===== config.mk =====
export PLATFORM = sky130hd
export DESIGN_NAME = aes_cipher_serializer
export DESIGN_NICKNAME = d
export VERILOG_FILES = /design/src/rtl/aes_pkg.sv /design/src/rtl/aes_block_buf2.sv /design/src/rtl/aes_cipher_serializer.sv
export SDC_FILE = /design/constraint.sdc
export NUM_CORES = 1
export LEC_CHECK = 0
export CAP_MARGIN = 20
export CORE_ASPECT_RATIO = 1.25
export CORE_MARGIN = 1.5
export CORE_UTILIZATION = 49
export DETAILED_ROUTE_END_ITERATION = 7
export MAX_ROUTING_LAYER = met4
export PLACE_DENSITY = 0.77
export SLEW_MARGIN = 25
export SYNTH_ARGS = -nofsm -noshare
export SYNTH_HDL_FRONTEND = slang
export SYNTH_HIERARCHICAL = 1
export SYNTH_SLANG_ARGS = --single-unit

===== constraint.sdc =====
create_clock -name clk -period 7.5 [get_ports clk]
set_input_delay 1.125 -clock clk [delete_from_list [all_inputs] [get_ports clk]]
set_output_delay 1.125 -clock clk [all_outputs]
set_load 0.02 [all_outputs]

===== src/rtl/aes_pkg.sv =====
// Shared AES widths and the byte-index-to-slice convention used by the core,
// the upstream loader and the ciphertext serializer.
package aes_pkg;

    localparam int unsigned AES_BLOCK_W = 128;
    localparam int unsigned AES_BYTE_W  = 8;
    localparam int unsigned AES_BYTES   = 16;

    // Byte 0 is the first AES state byte and sits in the top bits of the block.
    function automatic logic [AES_BYTE_W-1:0] aes_byte(input logic [AES_BLOCK_W-1:0] blk,
                                                       input logic [3:0] idx);
        return blk[AES_BLOCK_W - 1 - AES_BYTE_W * int'(idx) -: AES_BYTE_W];
    endfunction

endpackage


===== src/rtl/aes_block_buf2.sv =====
// Two-entry ping-pong block buffer with write/read pointers, occupancy count and
// a sticky overflow flag for blocks dropped while full.
module aes_block_buf2
    import aes_pkg::*;
#(
    parameter int unsigned BLOCK_W = AES_BLOCK_W
) (
    input  logic               clk,
    input  logic               reset,
    input  logic               push,
    input  logic [BLOCK_W-1:0] wdata,
    input  logic               pop,
    output logic [BLOCK_W-1:0] rdata,
    output logic [1:0]         count,
    output logic               overflow
);

    logic [BLOCK_W-1:0] mem_q [2];
    logic               wp_q, rp_q;
    logic [1:0]         count_q;
    logic               overflow_q;
    logic               accept;

    // A pop in the same cycle frees the entry being written when full.
    assign accept = push && ((count_q != 2'd2) || pop);

    always_ff @(posedge clk) begin
        if (accept) begin
            mem_q[wp_q] <= wdata;
        end
    end

    always_ff @(posedge clk) begin
        if (reset) begin
            wp_q       <= 1'b0;
            rp_q       <= 1'b0;
            count_q    <= 2'd0;
            overflow_q <= 1'b0;
        end else begin
            if (accept) begin
                wp_q <= ~wp_q;
            end
            if (pop) begin
                rp_q <= ~rp_q;
            end
            if (push && !accept) begin
                overflow_q <= 1'b1;
            end
            if (accept && !pop) begin
                count_q <= count_q + 2'd1;
            end else if (pop && !accept) begin
                count_q <= count_q - 2'd1;
            end
        end
    end

    assign rdata    = mem_q[rp_q];
    assign count    = count_q;
    assign overflow = overflow_q;

endmodule


===== src/rtl/aes_cipher_serializer.sv =====
// Captures AES ciphertext blocks into a two-entry buffer and streams them out
// one byte per valid/ready transfer, byte 0 first.
module aes_cipher_serializer
    import aes_pkg::*;
#(
    parameter int unsigned BLOCK_W = AES_BLOCK_W,
    parameter int unsigned BYTE_W  = AES_BYTE_W,
    parameter int unsigned CNT_W   = 16
) (
    input  logic               clk,
    input  logic               reset,
    input  logic [BLOCK_W-1:0] text,
    input  logic               text_valid,
    output logic [BYTE_W-1:0]  byte_out,
    output logic               byte_valid,
    input  logic               byte_ready,
    output logic               byte_last,
    output logic               busy,
    output logic               overflow,
    output logic [CNT_W-1:0]   blocks_sent
);

    logic [BLOCK_W-1:0] rdata;
    logic [1:0]         count;
    logic [3:0]         idx_q;
    logic [CNT_W-1:0]   blocks_sent_q;
    logic               xfer;
    logic               pop;

    assign xfer = byte_valid && byte_ready;
    assign pop  = xfer && (idx_q == 4'd15);

    aes_block_buf2 #(
        .BLOCK_W (BLOCK_W)
    ) u_buf (
        .clk      (clk),
        .reset    (reset),
        .push     (text_valid),
        .wdata    (text),
        .pop      (pop),
        .rdata    (rdata),
        .count    (count),
        .overflow (overflow)
    );

    always_ff @(posedge clk) begin
        if (reset) begin
            idx_q         <= 4'd0;
            blocks_sent_q <= '0;
        end else begin
            if (xfer) begin
                idx_q <= idx_q + 4'd1;
            end
            if (pop && (blocks_sent_q != '1)) begin
                blocks_sent_q <= blocks_sent_q + CNT_W'(1);
            end
        end
    end

    // Gated with valid so the output reads zero while the buffer is empty.
    assign byte_valid  = (count != 2'd0);
    assign busy        = byte_valid;
    assign byte_last   = byte_valid && (idx_q == 4'd15);
    assign byte_out    = byte_valid ? aes_byte(rdata, idx_q) : '0;
    assign blocks_sent = blocks_sent_q;

endmodule


==> Implementation_results.wiki <==
{| class="wikitable"
! Metric !! Value
|-
| First-pass GRT wire length || 36.7 mm
|-
| Maximum clock rate || 0.201 GHz
|-
| Maximum cell stage delay along the critical path || 0.57 ns
|-
| Min-delay worst type || flop to flop
|-
| Post-synthesis cell type count || 45
|-
| Slowest cell on the critical path || sky130_fd_sc_hd__dfxtp_4
|-
| Antenna violations before repair || 0
|-
| Transition at the pin with the smallest max-transition slack || 0.921 ns
|-
| First-pass iteration count of the detailed router || 4
|-
| Post-route antenna net violation count || 0
|-
| Critical Path Fanout Max || 52
|-
| Final total power || 3.61 mW
|-
| Hold violation count in the final report || 0
|-
| Clock Sinks || 282
|-
| Simple-gate share of the synthesized area || 4.10%
|-
| Fraction of final layout cells sized beyond drive strength 1 || 25.4%
|-
| Path length in cells of the critical path || 8
|-
| Reg2Reg Launch Point || idx_q[1]
|-
| Via count normalized by instance count || 5.70
|-
| Sequence of cells on the critical path || buf_16 -> buf_4 -> mux2_2 -> mux2i_1 -> a22oi_1 -> a22o_1 -> a221o_1 -> clkdlybuf4s50_1
|-
| X dimension of the die || 141 um
|-
| Post-synthesis share of cell area spent on full adders, half adders and majority gates || 0.322%
|-
| Ys flop type || sky130_fd_sc_hd__edfxtp_1
|-
| Root buf cell || sky130_fd_sc_hd__clkbuf_16
|-
| Sequential-to-total area share from yosys stat || 70.4%
|-
| Residual DRC || 0
|-
| Post-CTS setup buffer count || 0
|-
| Maximum number of pins on one net before global-route repair || 103
|-
| Worst relative slew slack || 38.6%
|-
| Worst Setup Path Type || flop to output pin
|-
| Critical path's top delay family || buffers and inverters
|-
| Syn nets || 773
|-
| Number of warnings reported in the yosys synthesis log || 6
|-
| Core Util, Final || 61.5%
|-
| CTS buffer count || 27
|-
| Net count, final || 937
|-
| Top-count cell post-synth || sky130_fd_sc_hd__edfxtp_1
|-
| Crit path launch type || flop
|-
| All-layer global routing usage || 20.2%
|-
| Multiplexer fraction of the synthesized cell area || 18.8%
|-
| Count of port buffers added during placement || 159
|-
| CP bufs+invs || 3
|-
| H-tree depth || 1
|-
| Number of design-rule violations left by the first detailed-router iteration || 435
|-
| Arrival time worst endpoint || 3.86 ns
|-
| Internal reg-to-reg setup slack || 3.05 ns
|-
| Die span in y || 175 um
|-
| Share of the synthesized area in the top cell type || 65.9%
|-
| Antenna diode count || 0
|-
| Clock transition at the registers of the reported paths || 0.06 ns
|-
| Via count of the first global-routing pass || 6741
|-
| Beginning of the worst hold path || u_buf/overflow
|-
| Post-route clock skew || 0.0146 ns
|-
| Post-synthesis instance total || 638
|-
| Final total negative setup slack || 0 ns
|-
| Total power density per cell area || 253 nW/um^2
|-
| Number of rows created at floorplan || 62
|-
| Library cell occupying the most area in the post-synthesis netlist || sky130_fd_sc_hd__edfxtp_1
|-
| Clock insertion delay at the later pin of the skew report || 0.53 ns
|-
| Total Wirelength || 24.2 mm
|-
| Number of max-cap violations || 0
|-
| Synthesis-stage register bit count || 282
|-
| Post-synth EDFFs || 256
|-
| Summed instance area of the synthesized netlist || 11700 sq um
|-
| Worst Reg-to-Reg Cells || 9
|-
| Count of final max-slew check failures || 0
|-
| CTS tree || done
|-
| Total number of vias || 6314
|-
| Xor and xnor area share after synthesis || 0.451%
|-
| List of most frequent post-synthesis cells || 256 x sky130_fd_sc_hd__edfxtp_1, 131 x sky130_fd_sc_hd__mux2_2, 26 x sky130_fd_sc_hd__dfxtp_1, 24 x sky130_fd_sc_hd__mux4_2, 17 x sky130_fd_sc_hd__mux2i_1
|-
| Number of I/O pins || 160
|-
| Biggest area contributors in the synthesized netlist || sky130_fd_sc_hd__edfxtp_1 66%, sky130_fd_sc_hd__mux2_2 13%, sky130_fd_sc_hd__mux4_2 4.6%
|-
| Run status || complete, no violations
|-
| Async set-reset flop share out of synthesis || 0%
|-
| Filler cell count || 1645
|-
| Timing endpoint of the critical path || byte_out[0]
|-
| Clock buffer depth || 3
|-
| Endpoint class of the critical path || output pin
|-
| Detail-routed net length per standard cell || 21.8 um
|-
| Post-DP HPWL || 16.2 mm
|-
| GP Congestion || 0.845
|-
| Largest family of logic cells by synthesized area || multiplexers
|-
| GRT overflow || 0
|-
| Crit path time final || 4.99 ns
|-
| Hold-fix buffers, CTS || 0
|-
| Post-Syn Area per Cell || 18.3 sq um
|-
| Ratio of final minimum period to clock period || 66.5%
|-
| Floorplan die area || 24700 sq um
|-
| Number of gates resized after cts || 0
|-
| Endpoint of the worst-slack reg-to-reg timing path || u_buf/mem_q[1][115]
|-
| RSZ-0062 raised after global routing || false
|-
| Required arrival time at the worst endpoint || 6.38 ns
|-
| Max VDD drop || 215 uV
|-
| Area added between synthesis and finish || 22.5%
|-
| Initial Util || 50.3%
|-
| Core region area || 23200 sq um
|-
| Share of the synthesized area in compound gates (AO/OA/AOI/OAI) || 3.52%
|-
| Setup-failing EPs final || 0
|-
| Leakage Power || 4.62 nW
|}
## logic make-up after synthesis
group,Yosys count
buffers and inverters,37
AOI/OAI and AO/OA,57
and+or+nand+nor,81
xor gates and xnor gates,6
muxes,172
DFF,282
adders and majority gates,3
## stage by stage
stage,area (sq um),hold slack [ns],cells,worst slack (ns)
3_3_place_gp,13400,0.460,1060,2.82
6_report,14300,0.490,1108,2.51
4_1_cts,14300,0.488,1107,2.21
5_1_grt,14300,0.543,1108,2.28
2_1_floorplan,11700,0.481,638,2.12
3_5_place_dp,13400,0.473,1060,2.78
## report_power, final
| group | internal, mW | leakage (nW) | switching (mW) |
|---|---|---|---|
| Sequential | 1.87 | 2.60 | 0.0389 |
| Combinational | 0.218 | 1.63 | 0.214 |
| Clock | 0.726 | 0.392 | 0.552 |
## routing by layer
layer / up-vias / routed length, um / GRT usage (%)
met2: 226 / 12300 / 34.2
met1: 3129 / 9690 / 24.5
met3: 54 / 1320 / 2.84
li1: 2905 / - / -
met4: 0 / 864 / 8.03
met5: - / 0 / -
## worst min path at each step
stage,end,slack [ns],cells past startpoint
after global placement,u_buf/overflow,0.46,2
final,u_buf/overflow,0.49,2
after floorplan,flop,0.48,2
after detailed placement,u_buf/overflow,0.47,2
after global routing,u_buf/overflow,0.54,2
after CTS,u_buf/overflow,0.49,2
## cell usage in the layout (no fill, tap or decap), drive strengths merged, types with 3 or more instances in the layout
master,count
edfxtp,256
clkdlybuf4s50,158
mux2,131
clkbuf,31
dfxtp,26
mux4,24
mux2i,17
a21oi,14
nor2,12
and3,11
clkinv,9
buf,9
a22oi,8
a22o,8
a221o,8
nand2,8
o21ai,8
nor2b,8
nand4,7
nand3,6
or3,6
inv,6
and4,5
o31ai,5
or4,4
xor2,4
clkinvlp,4
nor4,3
nor3,3
ha,3
and2,3
## registers in the layout, indices dropped and copies added (netlist names), named ones only
| register | flops |
|---|---|
| u_buf/mem_q | 256 |
| u_buf/overflow | 1 |
| u_buf/wp_q | 1 |
| u_buf/rp_q | 1 |
| idx_q | 4 |
| blocks_sent | 16 |
| u_buf/count | 2 |
## tightest hold or removal path, cell delays in order, from the launching register on
cell	delay, ns
sky130_fd_sc_hd__dfxtp_1	0.34
sky130_fd_sc_hd__a21oi_1	0.04
sky130_fd_sc_hd__nor2_1	0.07
## area by class of cell
cell class / count / area, sq um / area share (%)
clock buffer: 31 / 691 / 4.84
timing repair buffer: 167 / 1680 / 11.8
sequential: 282 / 8210 / 57.5
tap: 288 / 360 / 2.52
clock inverter: 16 / 138 / 0.964
multi-input combinational: 319 / 3180 / 22.3
inverter: 5 / 18.8 / 0.131
Note: power is estimated with default switching activity, not from simulation.
